===== src/rtl/fetch_stage_pkg.sv =====
// Shared pipeline types: word type, PC-select and fetch FSM encodings, fetch tag.
package fetch_stage_pkg;

  localparam int unsigned XLEN = 32;

  typedef logic [XLEN-1:0] word_t;

  localparam word_t NOP_INSTR_DEF = 32'h0000_0013;

  typedef enum logic [1:0] {
    PC_SEL_PLUS4  = 2'd0,
    PC_SEL_JALR   = 2'd1,
    PC_SEL_BRANCH = 2'd2,
    PC_SEL_JAL    = 2'd3
  } pc_sel_e;

  typedef enum logic [1:0] {
    ST_BOOT = 2'd0,
    ST_RUN  = 2'd1,
    ST_HOLD = 2'd2
  } fe_state_e;

  // One issued fetch: the address it was issued from and whether it is live.
  typedef struct packed {
    word_t pc;
    logic  valid;
  } fetch_tag_t;

  // Instruction fetches are word aligned; drop the byte offset.
  function automatic word_t word_align(input word_t addr);
    return {addr[XLEN-1:2], 2'b00};
  endfunction

endpackage


===== src/rtl/fetch_hold_buf.sv =====
// One-entry buffer parking an instruction that returned while decode was stalled.
module fetch_hold_buf
  import fetch_stage_pkg::*;
(
  input  logic        clk,
  input  logic        rst,
  input  logic        load,
  input  logic        clr,
  input  logic [31:0] ld_data,
  input  logic [31:0] ld_pc,
  output logic [31:0] data,
  output logic [31:0] pc,
  output logic        valid
);

  word_t data_q;
  word_t pc_q;
  logic  valid_q;

  // Clear wins over load so a redirect squashes a same-cycle capture.
  always_ff @(posedge clk) begin
    if (rst) begin
      data_q  <= '0;
      pc_q    <= '0;
      valid_q <= 1'b0;
    end else if (clr) begin
      valid_q <= 1'b0;
    end else if (load) begin
      data_q  <= ld_data;
      pc_q    <= ld_pc;
      valid_q <= 1'b1;
    end
  end

  assign data  = data_q;
  assign pc    = pc_q;
  assign valid = valid_q;

endmodule


===== src/rtl/fetch_stage.sv =====
// Instruction fetch stage: PC generation, one-deep in-flight tag, IF/DE register.
module fetch_stage
  import fetch_stage_pkg::*;
#(
  parameter logic [31:0] RESET_VEC = 32'h0000_0000,
  parameter logic [31:0] NOP_INSTR = NOP_INSTR_DEF
) (
  input  logic        FE_CLK,
  input  logic        FE_RST,
  input  logic        STALL,
  input  logic [1:0]  PC_SEL,
  input  logic [31:0] JALR_TGT,
  input  logic [31:0] BRANCH_TGT,
  input  logic [31:0] JAL_TGT,
  output logic [31:0] IMEM_ADDR,
  output logic        IMEM_RDEN,
  input  logic [31:0] IMEM_DATA,
  output logic [31:0] IR,
  output logic [31:0] PC_OUT,
  output logic [31:0] PC_PLUS4,
  output logic        IR_VALID
);

  localparam word_t INSTR_BYTES = 32'd4;

  fe_state_e  state_q, state_d;
  word_t      pc_q, pc_d;
  fetch_tag_t tag_q, tag_d;
  word_t      ir_q, ir_d;
  word_t      pc_out_q, pc_out_d;
  word_t      pc_plus4_q, pc_plus4_d;
  logic       ir_valid_q, ir_valid_d;

  pc_sel_e    sel_c;
  logic       redirect_c;
  logic       rden_c;
  word_t      tgt_c;
  logic       hb_load_c;
  logic       hb_clr_c;
  word_t      hb_data;
  word_t      hb_pc;
  logic       hb_valid;

  assign sel_c      = pc_sel_e'(PC_SEL);
  assign redirect_c = (sel_c != PC_SEL_PLUS4);
  assign rden_c     = !FE_RST && ((state_q == ST_BOOT) || ((state_q == ST_RUN) && !STALL));

  // Redirect target selection.
  always_comb begin
    tgt_c = JAL_TGT;
    case (sel_c)
      PC_SEL_JALR:   tgt_c = JALR_TGT;
      PC_SEL_BRANCH: tgt_c = BRANCH_TGT;
      default:       tgt_c = JAL_TGT;
    endcase
  end

  fetch_hold_buf u_hold_buf (
    .clk     (FE_CLK),
    .rst     (FE_RST),
    .load    (hb_load_c),
    .clr     (hb_clr_c),
    .ld_data (IMEM_DATA),
    .ld_pc   (tag_q.pc),
    .data    (hb_data),
    .pc      (hb_pc),
    .valid   (hb_valid)
  );

  // Next state and next register values; redirect overrides stall and state.
  always_comb begin
    state_d     = state_q;
    pc_d        = pc_q;
    tag_d.pc    = pc_q;
    tag_d.valid = rden_c;
    ir_d        = ir_q;
    pc_out_d    = pc_out_q;
    ir_valid_d  = ir_valid_q;
    hb_load_c   = 1'b0;
    hb_clr_c    = 1'b0;

    if (redirect_c) begin
      pc_d        = word_align(tgt_c);
      tag_d.valid = 1'b0;
      hb_clr_c    = 1'b1;
      ir_d        = NOP_INSTR;
      ir_valid_d  = 1'b0;
      state_d     = ST_RUN;
    end else begin
      case (state_q)
        ST_BOOT: begin
          pc_d       = pc_q + INSTR_BYTES;
          ir_d       = NOP_INSTR;
          ir_valid_d = 1'b0;
          state_d    = ST_RUN;
        end
        ST_RUN: begin
          if (!STALL) begin
            pc_d       = pc_q + INSTR_BYTES;
            ir_d       = tag_q.valid ? IMEM_DATA : NOP_INSTR;
            pc_out_d   = tag_q.pc;
            ir_valid_d = tag_q.valid;
          end else if (tag_q.valid) begin
            hb_load_c = 1'b1;
            state_d   = ST_HOLD;
          end
        end
        ST_HOLD: begin
          if (!STALL) begin
            ir_d       = hb_valid ? hb_data : NOP_INSTR;
            pc_out_d   = hb_pc;
            ir_valid_d = hb_valid;
            hb_clr_c   = 1'b1;
            state_d    = ST_RUN;
          end
        end
        default: state_d = ST_BOOT;
      endcase
    end

    pc_plus4_d = pc_out_d + INSTR_BYTES;
  end

  // FSM state register.
  always_ff @(posedge FE_CLK) begin
    if (FE_RST) begin
      state_q <= ST_BOOT;
    end else begin
      state_q <= state_d;
    end
  end

  // PC, in-flight tag and IF/DE registers.
  always_ff @(posedge FE_CLK) begin
    if (FE_RST) begin
      pc_q       <= RESET_VEC;
      tag_q      <= '0;
      ir_q       <= NOP_INSTR;
      pc_out_q   <= '0;
      pc_plus4_q <= INSTR_BYTES;
      ir_valid_q <= 1'b0;
    end else begin
      pc_q       <= pc_d;
      tag_q      <= tag_d;
      ir_q       <= ir_d;
      pc_out_q   <= pc_out_d;
      pc_plus4_q <= pc_plus4_d;
      ir_valid_q <= ir_valid_d;
    end
  end

  assign IMEM_ADDR = pc_q;
  assign IMEM_RDEN = rden_c;
  assign IR        = ir_q;
  assign PC_OUT    = pc_out_q;
  assign PC_PLUS4  = pc_plus4_q;
  assign IR_VALID  = ir_valid_q;

endmodule


===== config.mk =====
export PLATFORM = sky130hd
export DESIGN_NAME = fetch_stage
export DESIGN_NICKNAME = d
export VERILOG_FILES = /design/src/rtl/fetch_stage_pkg.sv /design/src/rtl/fetch_hold_buf.sv /design/src/rtl/fetch_stage.sv
export SDC_FILE = /design/constraint.sdc
export NUM_CORES = 1
export LEC_CHECK = 0
export BUFFER_PORTS_ARGS = -buffer_cell sky130_fd_sc_hd__clkbuf_2
export CORE_MARGIN = 5
export CORE_UTILIZATION = 48
export CTS_CLUSTER_SIZE = 20
export DETAILED_ROUTE_END_ITERATION = 7
export PLACE_DENSITY_LB_ADDON = 0.3
export SKIP_LAST_GASP = 1
export SLEW_MARGIN = 40
export SYNTH_ARGS = -nofsm -noshare
export SYNTH_HDL_FRONTEND = slang
export SYNTH_SLANG_ARGS = --single-unit

===== constraint.sdc =====
create_clock -name FE_CLK -period 3.4 [get_ports FE_CLK]
set_input_delay 0.34 -clock FE_CLK [delete_from_list [all_inputs] [get_ports FE_CLK]]
set_output_delay 0.34 -clock FE_CLK [all_outputs]
set_load 0.01 [all_outputs]

# After elaboration in Yosys (flattened, before gate mapping)
# Index checks and enable logic that the tools add are counted.
# totals
ff_bits,229
latchBits,0
ramBits,0
rom_bits,0
elab_cells,74
memories,0
# op_classes
add_sub_neg,2
n_mul,0
n_div,0
n_lt_le_gt_ge,0
n_eq_ne,12
n_shift,0
mux,28
n_bitwise,1
reduce_logical,18
# ops
operator,count
32-bit two-way mux,9
32-bit case mux with 2 select lines,3
32-bit case mux with 3 select lines,1
32-bit by 3-bit adder with 32-bit output (second input constant),2
3-bit inequality test (second input constant),4
1-bit two-way mux,10
3-bit AND reduction,3
2-bit inequality test (second input constant),4
2-bit two-way mux,3
2-bit case mux with 3 select lines,1
2-bit AND reduction,3
3-bit nonzero test,2
2-bit by 1-bit equality test with 1-bit output (second input constant),2
2-bit equality test (second input constant),2
2-bit nonzero test,2
2-bit OR reduction,2
1-bit case mux with 3 select lines,1
1-bit logical AND,2
1-bit logical NOT,2
2-bit logical NOT,1
1-bit logical OR,1
1-bit NOT,1

# Longest topological paths before layout
# Gate-level depths: netlist (run 1).
# logic_depth
depth_word,5
depth_mapped,15
ltp_nobuf,10

# Cells and area by module
# From an unflattened synthesis (run 1), not the netlist that was laid out.
# hier_totals
hier_cells,1238
area_unflattened_um2,10914.2
# by_module_without_submodules
module,instances,cells_per_inst,area_per_inst_um2
fetch_stage,1,943,7853.8
fetch_hold_buf,1,295,3060.4

# Worst setup path before layout (run 1)
# Ideal clock, no wire load.
# synth_path
kind,reg2reg
from,reg state_q[0]
to,"reg pc_plus4_q[20], in the netlist PC_PLUS4[20]"
setup_ps,123
t_arrival_ps,3334
t_required_ps,3277
path_slack_ps,-57
path_stages_with_launch,16
path_buffers,5
synth_period_minus_slack_ps,3457
path_cell_list,dfxtp_1 -> inv_1 -> ha_1 -> buf_6 -> and2_1 -> buf_2 -> buf_2 -> nand2_1 -> clkbuf_1 -> a21o_1 -> ha_1 -> o211ai_4 -> or4_1 -> buf_2 -> nor2_1 -> mux2_1
# synth_via
elab_chain_len,4
# synth_lines
element,line,text
"start, declared",fetch_stage.sv:26,"fe_state_e state_q, state_d;"
"start signal, assigned",fetch_stage.sv:129,state_q <= state_d;
2-bit equality test / 2-bit by 1-bit equality test with 1-bit output (equally long branches),fetch_stage.sv:90,case (state_q)
32-bit case mux with 2 select lines (*),fetch_stage.sv:90,
32-bit two-way mux (*),fetch_stage.sv:82,if (redirect_c) begin
net pc_out_d[3],fetch_stage.sv:30,"word_t pc_out_q, pc_out_d;"
32-bit by 3-bit adder with 32-bit output (*),fetch_stage.sv:121,pc_plus4_d = pc_out_d + INSTR_BYTES;
"end signal, assigned",fetch_stage.sv:147,pc_plus4_q <= pc_plus4_d;
"end, declared",fetch_stage.sv:31,"word_t pc_plus4_q, pc_plus4_d;"
# Mark *: on every way through the listed nets, which the timed path passes. The rest lies on a longest branch.
# A chain may end at the register's enable or synchronous reset.

# Worst setup path after layout (run 1)
# Ends and elaborated chain as after synthesis.

==> reports/results.txt, run 1 <==
Share of flip-flops with an asynchronous set or reset - 0%
Setup TNS - 0 ps
Vias per inst - 5.518
Most frequent cells in the layout - clkbuf_2, dfxtp_1, nand2_1, a21oi_1, nor2_1
Post-DP Area - 11,400 µm²
Status - completed
Setup bufs post-CTS - 0
Fin Hold WS - 55.44 ps
Achievable Freq - 312.5 MHz
Initial antenna violation count - 1
RSZ-0062 raised after global routing - false
Most used DFF post-synth - dfxtp_1
Share of the synthesized area in the top cell type - 44.41%
Hold depth - 3
Leakage power - 4.790 nW
Hold Crit Class - in -> reg
Starting Density - 48.92%
CTS tree - built
Post-Syn Instances - 1,213
Synthesized area - 9963 µm²
First-pass GRT wire length - 44,760 µm
Die Wd - 154.1 µm
Drt pass-1 iters - 5
Pin count of the biggest net entering global routing - 118
Arr. time, crit path - 3590 ps
Hold Startpoint - IMEM_DATA[17]
Fin area - 12,220 µm²
CP max-delay cell - or4_1
Yosys top cell by area - dfxtp_1
PortBufs - 254
Synth cell types - 67
Least-Margin Pin Slew - 659.8 ps
Crit path largest cell delay - 710 ps
Longest Clk Path Bufs - 3
Share of cells above drive strength 1 - 24.03%
CTS buffer count - 24
# resized after CTS - 0
Worst EP required - 3790 ps
Synth top area cells - dfxtp_1, a21oi_1, nand2_1
Grt total ovfl - 0
Die Y - 154.1 µm
R2r startpoint - state_q[0]
Final Critical Period - 3201 ps
Max-cap viol count - 0
Clock Sinks - 221
Post-synth EDFFs - 0
CP Launch Type - flip-flop
Peak VDD IR - 256.4 µV
Post-Syn Area per Cell - 8.214 µm²
Worst setup path startpoint - state_q[0]
PD cells - 483.8 nW/µm²
Most common cell after layout, fill and taps aside - clkbuf_2
Layout Nets - 1,569
YS warnings - 0
# rows - 52
Reg2reg path depth - 9
Crit share post-route - 94.13%
Tot GR Track Use - 22.23%
Final Hold Viols - 0
Post-CTS Hold Fix Bufs - 0
GPL Wtd Cong - 0.9138
CTS root buf - clkbuf_16
Iteration-0 DRC count of the detailed router - 511
Max-slew headroom - 55.85%
Die area - 23,740 µm²
Antenna Nets Post-Route - 0
DRC Markers - 0
Crit path max fanout - 8
Top Ports - 263
Clk Latency, worst-skew pair - 510 ps
Sequential area share after synthesis - 44.41%
Post-Route WL - 27,990 µm
Post-DP HPWL - 20,430 µm
Total number of vias - 9,463
Post-synthesis register bit count - 221
Synth-to-Final Area Change - 22.66%
Max-slew violations - 0
Vias in the first global route - 8,801
Most used cell, CP - ha_1
H-tree depth - 1
Final setup violation count - 0
Critical path class - reg -> reg
Clock Skew - 16.74 ps
Routed WL per cell - 16.32 µm
Core Area - 20,360 µm²
Worst setup margin - 199.5 ps
Crit-path cells - inv_1 > ha_1 > and2_1 > o221ai_2 > ha_1 > o211ai_4 > or4_1 > nor2_1 > mux2_1
Post-Place Setup Slack - 240.4 ps
Clock slew at reported path FFs - 60 ps
Nature of the critical path endpoint - flip-flop
==> path summary, 6_finish.rpt <==
path	end	slack [ps]
worst max-delay path	PC_PLUS4[20]	200
worst min-delay path	u_hold_buf.data[17]	60
worst max register to register	PC_PLUS4[20]	200
worst min register to register	u_hold_buf.pc[28]	450
==> power breakdown <==
part / leakage, nW / switching [mW] / internal (mW)
Combinational: 2.59 / 0.330 / 0.221
Clock: 0.404 / 1.03 / 1.60
Sequential: 1.79 / 0.0759 / 2.65
Total: 4.79 / 1.43 / 4.48
==> critical path: cells and delay by family, from the launching register on <==
family	cells	cell delay, ps
adder cells (fa/ha/maj)	2	690
buffers and inverters	1	90
AND/OR/NAND/NOR	3	1150
multiplexers	1	330
AO/OA/AOI/OAI	2	410
flip-flops	1	410
==> cell type report <==
cell class | count | area (µm²)
diodes | 1 | 2.502
clock buffers | 33 | 705.7
clock inverters | 11 | 110.1
fillers | 1834 | 8144
inverters | 18 | 67.56
multi-input cells | 876 | 5050
flip-flops and latches | 221 | 4424
well taps | 270 | 337.8
repair buffers | 285 | 1523
==> Yosys cell counts, drive strengths merged (18+ instances only) <==
cell,instances
o21ai,26
buf,31
inv,18
nor2,123
nor3,23
a22o,38
a21oi,142
nand2,183
a22oi,61
nor2b,43
nand3,41
clkbuf,68
dfxtp,221
a211oi,19
==> through the flow <==
stage                     total power [mW]  std cells  utilization [%]
final                                5.912       1715            60.01
after CTS                            5.957       1714            60.00
after detailed placement             3.338       1670            55.99
after global placement               3.331       1670            55.98
after global routing                 6.153       1715            60.01
after floorplan                      3.108       1214                -
==> routing by layer <==
| layer | global-route usage, % | vias up | part of all wire [%] |
|---|---|---|---|
| met3 | 3.850 | 65 | 7.7 |
| met2 | 36.90 | 385 | 47 |
| li1 | - | 4712 | - |
| met5 | 0 | - | 0 |
| met1 | 28.93 | 4301 | 43 |
| met4 | 8.537 | 0 | 3.2 |
==> registers in the layout, summed over array words and instances, names as in the netlist <==
signal            flops
IR                   32
PC_OUT               32
u_hold_buf.data      32
tag_q                31
IMEM_ADDR            30
PC_PLUS4             30
u_hold_buf.pc        30
state_q               2
IR_VALID              1
u_hold_buf.valid      1
==> kinds of logic (layout without fill, tap and decap cells) <==
group / Yosys count / after routing / synth area share (%)
simple gates: 477 / 477 / 22.17
compound gates: 351 / 351 / 23.68
flops: 221 / 221 / 44.41
buf+inv: 117 / 347 / 5.061
xor+xnor: 26 / 26 / 2.286
fa+ha+maj: 10 / 10 / 1.256
mux: 10 / 10 / 1.105
other cells: 1 / 3 / 0.03764
(Power assumes the default switching activity.)
==> run 2, diff against run 1 <==
--- a/config.mk
+++ b/config.mk
@@ -11,6 +11,7 @@
 export CTS_CLUSTER_SIZE = 20
 export DETAILED_ROUTE_END_ITERATION = 7
 export PLACE_DENSITY_LB_ADDON = 0.3
+export RECOVER_POWER = 50
 export SKIP_LAST_GASP = 1
 export SLEW_MARGIN = 40
 export SYNTH_ARGS = -nofsm -noshare
==> run 2 against run 1 <==
Worst setup slack got worse by 4.1 ps. Via count fell by 0.20%. Clock skew barely moved. Global-route usage did not move. The run now ends with capacitance limit, slew limit left. Non-clock buffer count did not move. Highest routed layer unchanged. Routed wire length rose by 0.60%. Clock power barely moved. Register-to-register slack barely moved. Flip-flop and latch count did not move. Power fell by 0.13%. Combinational power fell by 2%. Sequential power barely moved.
==> reports/results.txt, run 2 (synthesis results as in run 1) <==
Clock slew at reported path FFs - 60 ps
Routed WL per cell - 16.42 µm
Fin area - 12,040 µm²
First-pass GRT wire length - 44,760 µm
Antenna Nets Post-Route - 0
Cells after DPL - 1,670
Die Wd - 154.1 µm
Nature of the critical path endpoint - flip-flop
Most used cell, CP - ha_1
Final setup violation count - 0
Die Y - 154.1 µm
Hold Crit Class - in -> reg
Core Area - 20,360 µm²
Crit share post-route - 94.25%
Max-slew headroom - -53.09%
Setup bufs post-CTS - 0
DRC Markers - 0
CP Launch Type - flip-flop
Post-DP HPWL - 20,430 µm
Drt pass-1 iters - 5
Achievable Freq - 312.1 MHz
Vias per inst - 5.507
Initial antenna violation count - 1
Max-slew violations - 152
Failing checks - capacitance limit, slew limit
H-tree depth - 1
Arr. time, crit path - 3590 ps
Least-Margin Pin Slew - 2296 ps
Crit path largest cell delay - 710 ps
Worst EP required - 3790 ps
PD cells - 490.4 nW/µm²
# resized after CTS - 0
CTS root buf - clkbuf_16
Setup TNS - 0 ps
Finished Layout Cells - 1,715
Crit-path cells - inv_1 > ha_1 > and2_1 > o221ai_2 > ha_1 > o211ai_4 > or4_1 > nor2_1 > mux2_1
Layout Nets - 1,569
Pin count of the biggest net entering global routing - 118
RSZ-0062 raised after global routing - false
Final Critical Period - 3205 ps
Clk Latency, worst-skew pair - 510 ps
CTS tree - built
Most common cell after layout, fill and taps aside - dfxtp_1
Max-cap viol count - 2
Family with the most delay on the worst path - simple AND/OR/NAND/NOR gates
Post-CTS Hold Fix Bufs - 0
Critical path class - reg -> reg
Final Hold Viols - 0
Clock Skew - 17.10 ps
Post-Place Setup Slack - 240.4 ps
Iteration-0 DRC count of the detailed router - 481
CTS buffer count - 24
Status - finished with violations
Synth-to-Final Area Change - 20.83%
Peak VDD IR - 258.2 µV
Share of cells above drive strength 1 - 15.10%
Most frequent cells in the layout - dfxtp_1, nand2_1, a21oi_1, clkbuf_1, clkbuf_2
GPL Wtd Cong - 0.9138
Area of the multi-input gates - 5050 µm²
Worst setup margin - 195.4 ps
Post-DP Area - 11,400 µm²
Starting Density - 48.92%
Fillers - 1,904
Clock Sinks - 221
Grt total ovfl - 0
Longest Clk Path Bufs - 3
Total number of vias - 9,444
PortBufs - 254
CP max-delay cell - or4_1
Leakage power - 4.349 nW
Vias in the first global route - 8,801
Crit path max fanout - 8
# rows - 52
Top Ports - 263
Post-Route WL - 28,160 µm
Tot GR Track Use - 22.23%
Die area - 23,740 µm²
Reg area - 4424 µm²
CP bufs+invs - 1
run 2: metal layers:
| layer | share of wire, % | wire length (µm) | GRT usage [%] |
|---|---|---|---|
| met5 | 0 | 0 | 0 |
| met4 | 3.2 | 896 | 8.537 |
| met3 | 7.4 | 2088 | 3.850 |
| met2 | 46 | 13090 | 36.90 |
| met1 | 43 | 12080 | 28.93 |
run 2: through the flow:
step	hold slack, ps	util, %	power, mW
2_1_floorplan	431.5	-	3.108
3_3_place_gp	436.6	55.98	3.331
3_5_place_dp	445.0	55.99	3.338
4_1_cts	45.83	60.00	5.957
5_1_grt	57.26	59.12	6.141
6_report	53.81	59.12	5.904
run 2: worst paths after layout:
check,start,to,slack [ps],cells after the start
setup / recovery,state_q[0],PC_PLUS4[20],200,9
hold / removal,IMEM_DATA[17],u_hold_buf.data[17],50,3
setup reg to reg,state_q[0],PC_PLUS4[20],200,9
hold reg to reg,tag_q[29],u_hold_buf.pc[28],450,2
run 2: cell type report:
cell class              count  share of cell area [%]
clock buffers              33                   5.862
repair buffers            285                   11.14
diodes                      1                 0.02079
flip-flops and latches    221                   36.75
well taps                 270                   2.806
multi-input cells         876                   41.95
inverters                  18                  0.5612
clock inverters            11                  0.9146
run 2: power by group:
group / internal (mW) / total (mW) / leakage, nW / switching [mW]
Clock: 1.60 / 2.63 / 0.404 / 1.03
Sequential: 2.66 / 2.73 / 1.79 / 0.0753
Combinational: 0.210 / 0.541 / 2.15 / 0.331
run 2: worst register-to-register path, delay by kind of cell, from the launching register on:
| family | cells | cell delay, ps |
|---|---|---|
| flip-flops | 1 | 400 |
| adder cells (fa/ha/maj) | 2 | 690 |
| AO/OA/AOI/OAI | 2 | 420 |
| buffers and inverters | 1 | 90 |
| AND/OR/NAND/NOR | 3 | 1150 |
| multiplexers | 1 | 330 |
